--- src/rtl/seg7_pkg.sv ---
// Shared constants for the seven-segment scan driver: segment patterns,
// segment ordering and a counter-width helper.
package seg7_pkg;

  // Patterns are {a,b,c,d,e,f,g}; bit 6 drives segment a.
  localparam logic [8*7-1:0] SEG_ORDER = "abcdefg";

  localparam logic [6:0] SEG_0     = 7'b1111110;
  localparam logic [6:0] SEG_1     = 7'b0110000;
  localparam logic [6:0] SEG_2     = 7'b1101101;
  localparam logic [6:0] SEG_3     = 7'b1111001;
  localparam logic [6:0] SEG_4     = 7'b0110011;
  localparam logic [6:0] SEG_5     = 7'b1011011;
  localparam logic [6:0] SEG_6     = 7'b1011111;
  localparam logic [6:0] SEG_7     = 7'b1110000;
  localparam logic [6:0] SEG_8     = 7'b1111111;
  localparam logic [6:0] SEG_9     = 7'b1110011;
  localparam logic [6:0] SEG_A     = 7'b1110111;
  localparam logic [6:0] SEG_B     = 7'b0011111;
  localparam logic [6:0] SEG_C     = 7'b1001110;
  localparam logic [6:0] SEG_D     = 7'b0111101;
  localparam logic [6:0] SEG_E     = 7'b1001111;
  localparam logic [6:0] SEG_F     = 7'b1000111;
  localparam logic [6:0] SEG_DASH  = 7'b0000001;
  localparam logic [6:0] SEG_BLANK = 7'b0000000;

  // Bits needed to count 0..n-1, never less than one.
  function automatic int width_for(input int n);
    return (n > 1) ? $clog2(n) : 1;
  endfunction

endpackage

--- src/rtl/seg7_decode.sv ---
// Nibble to seven-segment decoder; hex_i selects hexadecimal glyphs,
// otherwise values above 9 show a dash.
module seg7_decode
  import seg7_pkg::*;
(
  input  logic [3:0] nibble_i,
  input  logic       hex_i,
  output logic [6:0] seg_o
);

  always_comb begin
    seg_o = SEG_DASH;
    case (nibble_i)
      4'h0:    seg_o = SEG_0;
      4'h1:    seg_o = SEG_1;
      4'h2:    seg_o = SEG_2;
      4'h3:    seg_o = SEG_3;
      4'h4:    seg_o = SEG_4;
      4'h5:    seg_o = SEG_5;
      4'h6:    seg_o = SEG_6;
      4'h7:    seg_o = SEG_7;
      4'h8:    seg_o = SEG_8;
      4'h9:    seg_o = SEG_9;
      4'hA:    seg_o = hex_i ? SEG_A : SEG_DASH;
      4'hB:    seg_o = hex_i ? SEG_B : SEG_DASH;
      4'hC:    seg_o = hex_i ? SEG_C : SEG_DASH;
      4'hD:    seg_o = hex_i ? SEG_D : SEG_DASH;
      4'hE:    seg_o = hex_i ? SEG_E : SEG_DASH;
      4'hF:    seg_o = hex_i ? SEG_F : SEG_DASH;
      default: seg_o = SEG_DASH;
    endcase
  end

endmodule

--- src/rtl/seg7_scan_driver.sv ---
// Time-multiplexed seven-segment scan driver with tear-free frame updates.
// Define SEG7_BLANK_EN to enable leading-zero blanking.
module seg7_scan_driver
  import seg7_pkg::*;
#(
  parameter int DIGITS   = 4,
  parameter int SCAN_DIV = 50000
) (
  input  logic                  clk,
  input  logic                  rst_n,
  input  logic [4*DIGITS-1:0]   iValue,
  input  logic                  iLoad,
  input  logic [DIGITS-1:0]     iDp,
  input  logic                  iHex,
  input  logic                  iEnable,
  output logic [6:0]            oSeg,
  output logic                  oDp,
  output logic [DIGITS-1:0]     oAn,
  output logic                  oFrame
);

  localparam int CNT_W = width_for(SCAN_DIV);
  localparam int IDX_W = width_for(DIGITS);
  localparam logic [CNT_W-1:0] CNT_LAST = CNT_W'(SCAN_DIV - 1);
  localparam logic [IDX_W-1:0] IDX_LAST = IDX_W'(DIGITS - 1);

  logic [CNT_W-1:0]    cnt_q, cnt_d;
  logic [IDX_W-1:0]    idx_q, idx_d;
  logic [4*DIGITS-1:0] hold_val_q, hold_val_d;
  logic [DIGITS-1:0]   hold_dp_q, hold_dp_d;
  logic [4*DIGITS-1:0] act_val_q, act_val_d;
  logic [DIGITS-1:0]   act_dp_q, act_dp_d;
  logic [6:0]          seg_q, seg_d;
  logic                dp_q, dp_d;
  logic [DIGITS-1:0]   an_q, an_d;
  logic                frame_q, frame_d;

  logic                tick;
  logic                wrap;
  logic [3:0]          nib [DIGITS];
  logic [3:0]          cur_nib;
  logic [6:0]          dec_seg;
  logic                lead_blank;
  logic [6:0]          seg_lit;

  assign tick = iEnable && (cnt_q == CNT_LAST);
  assign wrap = tick && (idx_q == IDX_LAST);

  for (genvar gi = 0; gi < DIGITS; gi++) begin : g_nib
    assign nib[gi] = act_val_q[4*gi +: 4];
  end

  assign cur_nib = nib[idx_q];

  seg7_decode u_decode (
    .nibble_i (cur_nib),
    .hex_i    (iHex),
    .seg_o    (dec_seg)
  );

`ifdef SEG7_BLANK_EN
  // lz[k]: nibble k and every nibble above it are zero.
  logic [DIGITS-1:0] lz;
  for (genvar gi = 0; gi < DIGITS; gi++) begin : g_lz
    assign lz[gi] = (act_val_q[4*DIGITS-1 : 4*gi] == '0);
  end
  assign lead_blank = (idx_q != '0) && lz[idx_q];
`else
  assign lead_blank = 1'b0;
`endif

  assign seg_lit = lead_blank ? SEG_BLANK : dec_seg;

  always_comb begin
    cnt_d      = cnt_q;
    idx_d      = idx_q;
    hold_val_d = hold_val_q;
    hold_dp_d  = hold_dp_q;
    act_val_d  = act_val_q;
    act_dp_d   = act_dp_q;
    seg_d      = SEG_BLANK;
    dp_d       = 1'b0;
    an_d       = '0;
    frame_d    = 1'b0;

    if (iLoad) begin
      hold_val_d = iValue;
      hold_dp_d  = iDp;
    end

    if (!iEnable) begin
      cnt_d = '0;
      idx_d = '0;
    end else if (tick) begin
      // Outputs stay dark for the cycle after the index moves (anti-ghosting).
      cnt_d   = '0;
      idx_d   = wrap ? '0 : idx_q + 1'b1;
      frame_d = wrap;
      if (wrap) begin
        act_val_d = iLoad ? iValue : hold_val_q;
        act_dp_d  = iLoad ? iDp    : hold_dp_q;
      end
    end else begin
      cnt_d = cnt_q + 1'b1;
      seg_d = seg_lit;
      dp_d  = act_dp_q[idx_q];
      an_d  = DIGITS'(1) << idx_q;
    end
  end

  always_ff @(posedge clk) begin
    if (!rst_n) begin
      cnt_q      <= '0;
      idx_q      <= '0;
      hold_val_q <= '0;
      hold_dp_q  <= '0;
      act_val_q  <= '0;
      act_dp_q   <= '0;
      seg_q      <= SEG_BLANK;
      dp_q       <= 1'b0;
      an_q       <= '0;
      frame_q    <= 1'b0;
    end else begin
      cnt_q      <= cnt_d;
      idx_q      <= idx_d;
      hold_val_q <= hold_val_d;
      hold_dp_q  <= hold_dp_d;
      act_val_q  <= act_val_d;
      act_dp_q   <= act_dp_d;
      seg_q      <= seg_d;
      dp_q       <= dp_d;
      an_q       <= an_d;
      frame_q    <= frame_d;
    end
  end

  assign oSeg   = seg_q;
  assign oDp    = dp_q;
  assign oAn    = an_q;
  assign oFrame = frame_q;

endmodule

--- config.mk ---
export PLATFORM = sky130hd
export DESIGN_NAME = seg7_scan_driver
export DESIGN_NICKNAME = d
export VERILOG_FILES = /design/src/rtl/seg7_pkg.sv /design/src/rtl/seg7_decode.sv /design/src/rtl/seg7_scan_driver.sv
export SDC_FILE = /design/constraint.sdc
export NUM_CORES = 1
export LEC_CHECK = 0
export ABC_AREA = 1
export CORE_MARGIN = 2
export CORE_UTILIZATION = 50
export CTS_CLUSTER_DIAMETER = 50
export CTS_CLUSTER_SIZE = 30
export DETAILED_ROUTE_END_ITERATION = 10
export PLACE_DENSITY_LB_ADDON = 0.08
export SYNTH_ARGS = -nofsm -noshare
export SYNTH_HDL_FRONTEND = slang
export SYNTH_SLANG_ARGS = --single-unit
--- constraint.sdc ---
create_clock -name clk -period 1.4 [get_ports clk]
set_input_delay 0.35 -clock clk [delete_from_list [all_inputs] [get_ports clk]]
set_output_delay 0.35 -clock clk [all_outputs]
set_load 0.03 [all_outputs]
After elaboration in Yosys (flattened, before gate mapping) --
Cells that the tools add are included.
Operators by class: add/subtract/negate cells 2, $mul 0, divide/modulo/power cells 0, magnitude comparators 2, eq/ne operators 17, shift-type cells 1, multiplexer cells 15, bitwise gates (word level) 3, reductions and logical operators 7
Operators with widths (count):
- $pmux 7 s16 | 1
- $eq 4x4->1 const B | 8
- $mux 7 | 4
- $add 16x1->16 const B | 1
- $eq 16x16->1 const B | 1
- $eq 4x3->1 const B | 4
- $mux 16 | 1
- $mux 4 | 3
- $bmux 4 s2 | 1
- $eq 4x2->1 const B | 2
- $mux 6 | 1
- $reduce_and 3->1 | 2
- $mux 5 | 1
- $eq 4x1->1 const B | 1
- $logic_not 4->1 | 1
- $shl 1x2->4 const A | 1
- $ge 3x3->1 const B | 1
- $lt 2x3->1 const B | 1
- $not 2->3 | 1
- $reduce_or 3->1 | 1
- $add 2x1->2 const B | 1
- $bmux 1 s2 | 1
- $eq 2x2->1 const B | 1
- $logic_and 1x1->1 | 2
- other kinds (4) | 5
Word-level totals: flip-flop bits (word level) 71, bits in latches 0, memory bits (writable) 0, memory bits (read-only) 0, input bits 25, output and inout port bits 13, logic and storage cells 57, memories kept 0

Longest topological paths before layout --
Gate-level depths: netlist (run 1).
depth in word-level cells 6, depth in mapped cells 12, depth with buffers taken out 11

Hierarchy --
From an unflattened synthesis (run 1), not the netlist that was laid out.
Unflattened totals: cell total of the unflattened synthesis 467, area, all modules 3229.3 sq um
Modules (own cells, without submodules):
- seg7_scan_driver | times used 1, cells an instance 412, area each 2982.9 sq um, seq. area each 1421.4 sq um
- seg7_decode | times used 1, cells an instance 55, area each 246.5 sq um, seq. area each 0.0 sq um

Worst setup path after synthesis (run 1) --
Ideal clock, no wire load.
path type register to register, from register cnt_q[0], to register act_val_q[0], setup time 110 ps, arrival 1289 ps, data required time 1290 ps, setup slack 1 ps, cell stages (with the launch flop) 8, buffers on the path 1, period minus slack after synthesis 1399 ps, cells stage by stage dfxtp_1 ha_1 nand3_1 nor2_1 buf_2 nand4_1 nand2_1 nor2_1
On the way: word-level cells in the longest chain between the ends 4
RTL lines:
- from (decl) | RTL line seg7_scan_driver.sv:27 | logic [CNT_W-1:0] cnt_q, cnt_d;
- from (signal assigned) | RTL line seg7_scan_driver.sv:124 | cnt_q <= cnt_d;
- $eq 16x16->1 (*) | RTL line seg7_scan_driver.sv:46 | assign tick = iEnable && (cnt_q == CNT_LAST);
- $logic_and 1x1->1 (*) | RTL line seg7_scan_driver.sv:46
- $logic_and 1x1->1 | RTL line seg7_scan_driver.sv:47 | assign wrap = tick && (idx_q == IDX_LAST);
- $reduce_and 3->1 (no line) (*)
- to (signal assigned) | RTL line seg7_scan_driver.sv:128 | act_val_q <= act_val_d;
- to (decl) | RTL line seg7_scan_driver.sv:31 | logic [4*DIGITS-1:0] act_val_q, act_val_d;
Mark *: on every way between the ends. The rest lies on a longest branch, timed or not. A chain may end at the register's enable or synchronous reset.

Worst setup path after layout (run 1) --
from register cnt_q[8], to register cnt_q[6]
On the way: word-level cells in the longest chain between the ends 3
RTL lines (RTL line):
- $eq 16x16->1 | seg7_scan_driver.sv:46
- $logic_and 1x1->1 | seg7_scan_driver.sv:46
- $reduce_or 3->1 (no line)
Every way passes these cells.

==> flow_summary.yaml, run 1 <==
timing:
  layout_setup_ws_ns: -0.113
  hold_violations: 0
  finalCritPeriodShare: 1.08
  max_clock_freq_mhz: 661
  tightestPinTransition_ns: 0.542
  fin_crit_ns: 1.51
  setup_viol: 30
  final_max_slew_viol_count: 0
  clock_skew_ns: 0.0129
  fin_tns_setup_ns: -1.93
  max_slew_margin: 0.638
  rsz0062_at_grt: "true"
synthesis:
  syn_area_um2: 3270
  synth_compound_area_frac: 0.0371
  ys_ff_latch: 71
  synthArstFlopShare: 0
  synthSimpleGateAreaFrac: 0.356
  syn_avg_cell_area_um2: 6.92
  synth-adder-area-share: 0.00764
  synth_edf_count: 0
  synth_warnings: 0
  synth_top_family_by_area: "simple AND/OR/NAND/NOR gates"
  yosys.area_share.xor_xnor: 0.00267
  synth_cell_types: 24
  synth_seq_area_share: 0.434
  synth_nets: 500
  ys.flop_type: "dfxtp_1"
  synth_mux_area_frac: 0.0611
  synth_area_leaders: "dfxtp_1, nand2_1, nor2_1"
  yosysTopAreaCellShare: 0.434
  synth_area_leader_cell: "dfxtp_1"
  synth_cells: 473
  ys_top_cells_by_count: "nand2_1, nor2_1, dfxtp_1"
  synth.most_common_cell: "nand2_1"
floorplan:
  die_area_um2: 7210
  die_h_um: 84.9
  coreArea_um2: 6350
  num_rows: 29
  die_w_um: 84.9
  io_pins: 38
  start_util: 0.516
place:
  dp_cells: 628
  finalWeightedCongestion: 0.890
  io_buffers: 37
  place_hpwl_mm: 5.28
critical_path:
  critPathMaxFanout: 5
  cp-start-kind: "register"
  critPathArrivalTime_ns: 1.76
  end_kind: "register"
  required_ns: 1.64
  crit_type: "register to register"
hold_path:
  hold_path.class: "register to register"
job:
  maxCapViolCount: 0
outcome:
  status: "finished, violations left"
  failed_checks: "negative setup slack"
clock_tree:
  htree_levels: 3
  path_clk_slew_ns: 0.07
  insertion_delay_ns: 0.35
  cts_tree: "built"
  clock_sinks: 71
  cts_made_buffers: 9
  root_buffer: "clkbuf_8"
  cts.path.max_buffers: 2
route:
  drtIter0Drc: 126
  ant_nets: 0
  wirelength_mm: 7.95
  vias_per_cell: 4.95
  drt_pass1_iterations: 4
  post_drt_wl_per_cell_um: 12.2
  via_count: 3238
  drc: 0
grt:
  grt_use_total: 0.226
  grt_max_degree: 23
  antenna_found_initial: 0
  grt_pass1_vias: 3020
  grt_pass1_wl_mm: 13.2
  grt_overflow: 0
power_and_ir_drop:
  irDropWorstVdd_uv: 703
  power_density_nw_per_um2: 882
  p_leak_nw: 2.18
final_layout:
  fill_cells: 521
  layout-drive-gt1-share: 0.262
  n_antenna_cell: 0
  syn_to_final_growth_pct: 41.8
  fin_cells: 654
  layout.nets: 600
-- power by group --
| group | switching [W] | internal [W] | total (W) |
|---|---|---|---|
| logic | 0.000158 | 0.000207 | 0.000366 |
| clock network | 0.000791 | 0.000861 | 0.00165 |
| registers | 0.0000135 | 0.00206 | 0.00208 |
| total | 0.000963 | 0.00313 | 0.00409 |
-- sequential cells by signal, indices dropped and copies added, names as in the netlist --
name        cells
cnt_q          16
oAn             4
oDp             1
oFrame          1
act_val_q      16
idx_q           2
act_dp_q        4
oSeg            7
hold_val_q     16
hold_dp_q       4
-- layout make-up --
| class | count | area, um^2 | area share |
|---|---|---|---|
| tap | 77 | 96.3 | 0.0208 |
| timing repair buffer | 108 | 970 | 0.209 |
| sequential | 71 | 1440 | 0.309 |
| inverter | 63 | 244 | 0.0526 |
| clock inverter | 5 | 58.8 | 0.0127 |
| multi-input combinational | 320 | 1700 | 0.366 |
| clock buffer | 10 | 138 | 0.0296 |
-- worst paths after layout --
path,end,cells past startpoint,slack (ns),startpoint
worst min-delay path,cnt_q[15],2,0.51,cnt_q[15]
worst max register to register,cnt_q[6],9,-0.11,cnt_q[8]
worst min register to register,cnt_q[15],2,0.51,cnt_q[15]
worst max-delay path,cnt_q[6],9,-0.11,cnt_q[8]
-- logic make-up (layout without fill, tap and decap cells) --
kind of cell | count (synthesis) | after routing
AND/OR/NAND/NOR | 273 | 273
buffers and inverters | 82 | 186
flip-flops | 71 | 71
AO/OA/AOI/OAI | 24 | 24
multiplexers | 20 | 20
adder cells (fa/ha/maj) | 2 | 2
XOR/XNOR | 1 | 1
-- metal layers --
metal	vias to the layer above	routed length, um	part of all wire	global-route usage
met5	-	0	0	0
met4	0	235	0.030	0.113
met3	22	328	0.041	0.0370
met2	83	3830	0.48	0.382
met1	1444	3550	0.45	0.278
li1	1689	-	-	-
-- what timing repair did --
item                       in CTS  in global routing
hold buffers                    0                  0
gates cloned                    0                  2
setup endpoints to repair      63                 61
pin swaps                      11                 14
gates resized for setup        53                 54
setup buffers                   4                  6
-- worst max-delay path: stages, from the launching register on --
cell	delay, ns
dfxtp_1	0.34
nand2_1	0.06
clkinv_1	0.07
nand3_2	0.08
nor3_4	0.29
buf_4	0.16
nand2_2	0.07
nand3_4	0.12
clkbuf_16	0.17
nor2_1	0.04
-- metrics by stage --
stage	total power [W]	cell area (um^2)	hold slack, ns	util	setup WS, ns
floorplan	0.00226	3270	0.418	-	0.00135
global placement	0.00247	4160	0.479	0.655	-0.421
detailed placement	0.00248	4160	0.488	0.655	-0.449
CTS	0.00411	4490	0.496	0.708	-0.0907
global route	0.00425	4640	0.541	0.731	-0.198
finish	0.00409	4640	0.509	0.731	-0.113
-- placed cells by master, fill, tap and decap left out, drive strengths merged --
cell type | synthesis | final
a21oi | 12 | 12
a31oi | 1 | 1
buf | 17 | 71
bufinv | 0 | 1
clkbuf | 2 | 20
clkdlybuf4s15 | 0 | 3
clkdlybuf4s50 | 0 | 23
clkinv | 1 | 3
clkinvlp | 0 | 2
dfxtp | 71 | 71
dlymetal6s2s | 0 | 1
ha | 2 | 2
inv | 62 | 62
mux2i | 20 | 20
nand2 | 137 | 137
nand3 | 28 | 28
nand4 | 26 | 26
nor2 | 74 | 74
nor3 | 8 | 8
o21ai | 11 | 11
xnor2 | 1 | 1
Power figures use the tool's default switching activity.
==> inputs of run 2 (changes only) <==
--- a/config.mk
+++ b/config.mk
@@ -9,9 +9,9 @@
 export CORE_MARGIN = 2
 export CORE_UTILIZATION = 50
 export CTS_CLUSTER_DIAMETER = 50
-export CTS_CLUSTER_SIZE = 30
 export DETAILED_ROUTE_END_ITERATION = 10
 export PLACE_DENSITY_LB_ADDON = 0.08
 export SYNTH_ARGS = -nofsm -noshare
 export SYNTH_HDL_FRONTEND = slang
 export SYNTH_SLANG_ARGS = --single-unit
+export TNS_END_PERCENT = 30
==> flow_summary.yaml, run 2 (synthesized netlist as in run 1, its figures left out) <==
place:
  io_buffers: 37
  place_hpwl_mm: 5.28
  finalWeightedCongestion: 0.890
timing:
  finalCritPeriodShare: 1.07
  hold-worst-slack_ns: 0.510
  max_clock_freq_mhz: 669
  final_max_slew_viol_count: 0
  clock_skew_ns: 0.0129
  fin_crit_ns: 1.50
  rsz0062_at_grt: "true"
  layout_setup_ws_ns: -0.0955
  max_slew_margin: 0.633
  setup_viol: 29
  hold_violations: 0
  tightestPinTransition_ns: 0.550
power_and_ir_drop:
  p_seq_frac: 0.509
  power_density_nw_per_um2: 889
  p_sw_w: 0.000953
  pwr-share-comb: 0.089
  finalPower_w: 0.00408
  p_int_w: 0.00313
  clockPowerShare: 0.402
  switching_share: 0.234
  irDropWorstVdd_uv: 702
  p_leak_nw: 2.15
floorplan:
  num_rows: 29
  die_h_um: 84.9
  die_area_um2: 7210
  coreArea_um2: 6350
  start_util: 0.516
  io_pins: 38
  die_w_um: 84.9
grt:
  grt_pass1_wl_mm: 13.1
  grt_use_total: 0.224
  grt_overflow: 0
  antenna_found_initial: 0
  grt_max_degree: 23
  grt_pass1_vias: 3006
final_layout:
  layout-drive-gt1-share: 0.244
  layout.nets: 597
  layout_common_cells: "nand2_1, nor2_1, dfxtp_1, buf_4, inv_1"
  fill_cells: 526
  syn_to_final_growth_pct: 40.2
  top_regs: "act_val_q: 16 flops, cnt_q: 16 flops, hold_val_q: 16 flops"
  layout_commonest_cell: "nand2_1"
  n_antenna_cell: 0
route:
  via_count: 3201
  drc: 0
  wirelength_mm: 7.83
  ant_nets: 0
  vias_per_cell: 4.92
  post_drt_wl_per_cell_um: 12.0
  drt_pass1_iterations: 4
  drtIter0Drc: 104
critical_path:
  path_cells: "nand2_1, clkinv_1, nand3_2, nor3_4, buf_4, nand2_2, nand3_4, clkbuf_16, a21oi_1"
  path_delay_family: "simple AND/OR/NAND/NOR gates"
  cpMaxStageDelayCell: "dfxtp_1"
  end_kind: "register"
  cp_num_buf_inv: 3
  required_ns: 1.64
  critPathMaxFanout: 9
  cp-start-kind: "register"
  critPathArrivalTime_ns: 1.73
  crit_type: "register to register"
  slowest_delay_ns: 0.34
  r2r_slack_ns: -0.1
clock_tree:
  clock_sinks: 71
  cts.path.max_buffers: 2
  cts_tree: "built"
  htree_levels: 3
  root_buffer: "clkbuf_8"
  cts_hold_buf: 0
  cts_made_buffers: 9
  path_clk_slew_ns: 0.08
  insertion_delay_ns: 0.35
outcome:
  status: "finished, violations left"
  failed_checks: "negative setup slack"
job:
  maxCapViolCount: 0
hold_path:
  hold_path.class: "register to register"
-- run 2: changes by cell type in the layout (fill, tap and decap cells not counted), moves of 2 or more --
cell	previous run	this run
nand2_1	118	123
nand2_2	16	11
buf_6	5	3
dfxtp_1	62	64
dfxtp_2	8	6
-- run 2: final cells by class --
class	instances	area (um^2)	share of cell area
Tap cell	77	96.3	0.0210
Clock inverter	5	58.8	0.0128
Timing Repair Buffer	105	940	0.205
Multi-Input combinational cell	320	1680	0.367
Clock buffer	10	138	0.0300
Inverter	63	241	0.0526
Sequential cell	71	1430	0.312
-- run 2: worst paths after layout --
path | startpoint | end | depth (start not counted)
setup / recovery | cnt_q[9] | cnt_q[4] | 9
setup reg to reg | cnt_q[9] | cnt_q[4] | 9
hold reg to reg | cnt_q[15] | cnt_q[15] | 2
hold / removal | cnt_q[15] | cnt_q[15] | 2
-- run 2: what timing repair did --
| item | 4_1_cts | 5_1_grt |
|---|---|---|
| resized for setup | 54 | 43 |
| pin swaps | 11 | 13 |
| endpoints found under the setup margin | 63 | 61 |
| cloned | 0 | 1 |
| buffers inserted | 3 | 5 |
-- run 2: worst reg2reg max path, stage by stage, from the launching register on --
cell	delay, ns
dfxtp_1	0.34
nand2_1	0.05
clkinv_1	0.07
nand3_2	0.08
nor3_4	0.29
buf_4	0.16
nand2_2	0.06
nand3_4	0.11
clkbuf_16	0.17
a21oi_1	0.04
-- run 2: through the flow --
stage / worst slack (ns) / std cells / setup TNS [ns] / instance area, um^2 / util
final: -0.0955 / 651 / -1.76 / 4590 / 0.723
after detailed placement: -0.449 / 628 / -25.29 / 4160 / 0.655
after global placement: -0.421 / 628 / -23.73 / 4160 / 0.655
after CTS: -0.0907 / 646 / -1.05 / 4490 / 0.707
after global routing: -0.184 / 651 / -5.82 / 4590 / 0.723
after floorplan: 0.00135 / 473 / 0 / 3270 / -
-- run 2: power by group through the flow --
stage          sequential (W)  clock [W]  combinational (W)
3_3_place_gp          0.00212          0           0.000350
6_report              0.00208    0.00164           0.000362
4_1_cts               0.00208    0.00168           0.000354
5_1_grt               0.00208    0.00177           0.000395
2_1_floorplan         0.00214          0           0.000118
3_5_place_dp          0.00212          0           0.000354
-- run 2: routing by layer --
layer / global-route usage / up-vias / wire length [um]
li1: - / 1684 / -
met1: 0.278 / 1434 / 3580
met2: 0.379 / 69 / 3780
met3: 0.0360 / 14 / 307
met4: 0.108 / 0 / 160
met5: 0 / - / 0
==> inputs of run 3 (changes only) <==
--- a/config.mk
+++ b/config.mk
@@ -7,10 +7,11 @@
 export LEC_CHECK = 0
 export ABC_AREA = 1
 export CORE_MARGIN = 2
-export CORE_UTILIZATION = 50
+export CORE_UTILIZATION = 55
 export CTS_CLUSTER_DIAMETER = 50
 export DETAILED_ROUTE_END_ITERATION = 10
 export PLACE_DENSITY_LB_ADDON = 0.08
+export SKIP_LAST_GASP = 1
 export SYNTH_ARGS = -nofsm -noshare
 export SYNTH_HDL_FRONTEND = slang
 export SYNTH_SLANG_ARGS = --single-unit
==> constraint.sdc (replaced) <==
create_clock -name clk -period 1.5 [get_ports clk]
set_input_delay 0.375 -clock clk [delete_from_list [all_inputs] [get_ports clk]]
set_output_delay 0.375 -clock clk [all_outputs]
set_load 0.03 [all_outputs]
==> flow_summary.yaml, run 3 (synthesized netlist as in run 1, its figures left out) <==
power_and_ir_drop:
  p_leak_nw: 2.11
  power_density_nw_per_um2: 806
  irDropWorstVdd_uv: 562
floorplan:
  die_area_um2: 6590
  coreArea_um2: 5850
  num_rows: 28
  die_w_um: 81.2
  die_h_um: 81.2
  io_pins: 38
  start_util: 0.560
route:
  wirelength_mm: 8.04
  vias_per_cell: 5.05
  ant_nets: 0
  drtIter0Drc: 189
  via_count: 3235
  drc: 0
  drt_pass1_iterations: 5
  post_drt_wl_per_cell_um: 12.6
timing:
  final_max_slew_viol_count: 0
  tightestPinTransition_ns: 0.313
  max_clock_freq_mhz: 652
  clock_skew_ns: 0.00650
  fin_tns_setup_ns: -0.0488
  setup_viol: 2
  rsz0062_at_grt: "true"
  max_slew_margin: 0.791
  layout_setup_ws_ns: -0.0329
  fin_crit_ns: 1.53
  finalCritPeriodShare: 1.02
  hold_violations: 0
final_layout:
  fill_cells: 454
  n_antenna_cell: 0
  top_regs: "act_val_q: 16 flops, cnt_q: 16 flops, hold_val_q: 16 flops"
  final_cell_area_um2: 4460
  layout-drive-gt1-share: 0.204
  fin_cells: 640
  layout_commonest_cell: "nand2_1"
  layout.nets: 588
  multi_input_area_um2: 1640
  ff_latch_area_um2: 1430
  layout_common_cells: "nand2_1, nor2_1, dfxtp_1, inv_1, buf_4"
  syn_to_final_growth_pct: 36.3
grt:
  grt_overflow: 0
  antenna_found_initial: 0
  grt_pass1_vias: 2752
  grt_pass1_wl_mm: 11.7
  grt_max_degree: 21
  grt_use_total: 0.231
clock_tree:
  htree_levels: 3
  cts_made_buffers: 9
  cts_hold_buf: 0
  insertion_delay_ns: 0.35
  path_clk_slew_ns: 0.07
  cts.path.max_buffers: 2
  root_buffer: "clkbuf_8"
  cts_tree: "built"
  clock_sinks: 71
critical_path:
  cp-start-kind: "register"
  critPathMaxFanout: 3
  crit_type: "register to register"
  end_kind: "register"
  required_ns: 1.74
  critPathArrivalTime_ns: 1.78
hold_path:
  hold_path.class: "register to register"
place:
  place_hpwl_mm: 5.28
  placed_cell_area_um2: 4060
  finalWeightedCongestion: 0.963
  dp_slack_ns: -0.381
  dp_cells: 613
  io_buffers: 37
outcome:
  failed_checks: "negative setup slack"
  status: "finished, violations left"
job:
  maxCapViolCount: 0
==> run 3: final timing paths <==
path,from,slack (ns),to,depth (start not counted)
worst max-delay path,cnt_q[0],-0.03,cnt_q[14],9
worst min-delay path,cnt_q[8],0.48,cnt_q[8],2
worst max register to register,cnt_q[0],-0.03,cnt_q[14],9
worst min register to register,cnt_q[8],0.48,cnt_q[8],2
==> run 3: metrics by stage <==
step | power (W) | utilization | hold slack (ns)
after floorplan | 0.00211 | - | 0.418
after global placement | 0.00230 | 0.694 | 0.453
after detailed placement | 0.00231 | 0.694 | 0.470
after CTS | 0.00362 | 0.720 | 0.482
after global routing | 0.00373 | 0.763 | 0.520
final | 0.00360 | 0.763 | 0.477
==> run 3: metal layers <==
| layer | track usage | vias up | share of wire |
|---|---|---|---|
| li1 | - | 1659 | - |
| met1 | 0.276 | 1472 | 0.45 |
| met2 | 0.398 | 96 | 0.50 |
| met3 | 0.0611 | 8 | 0.043 |
| met4 | 0.0831 | 0 | 0.012 |
| met5 | 0 | - | 0 |
==> run 3: what timing repair did <==
action / in CTS / in global routing
pin swaps: 0 / 15
resized for setup: 12 / 53
gates cloned: 0 / 4
setup endpoints to repair: 42 / 52
setup buffers: 0 / 8
==> run 3: layout make-up <==
type	instances	share of cell area
clock buffer	12	0.0325
multi-input combinational	321	0.368
tap	75	0.0210
clock inverter	3	0.00448
sequential	71	0.320
inverter	63	0.0541
timing repair buffer	95	0.200
==> run 3: report_power, final <==
group	internal (W)	total [W]	leakage, nW	switching, W
combinational	0.000181	0.000324	1.45	0.000143
clock	0.000634	0.00134	0.0785	0.000701
sequential	0.00193	0.00194	0.581	0.0000112
total	0.00274	0.00360	2.11	0.000855
==> run 3: critical path, cell delays in order (launching register included) <==
cell and delay [ns]:
dfxtp_2 0.34, ha_2 0.18, nand3_2 0.11, buf_4 0.15, nor2_2 0.09, nand3_1 0.13
nor3_2 0.22, nand3_1 0.10, nand2_1 0.07, nor2_1 0.04
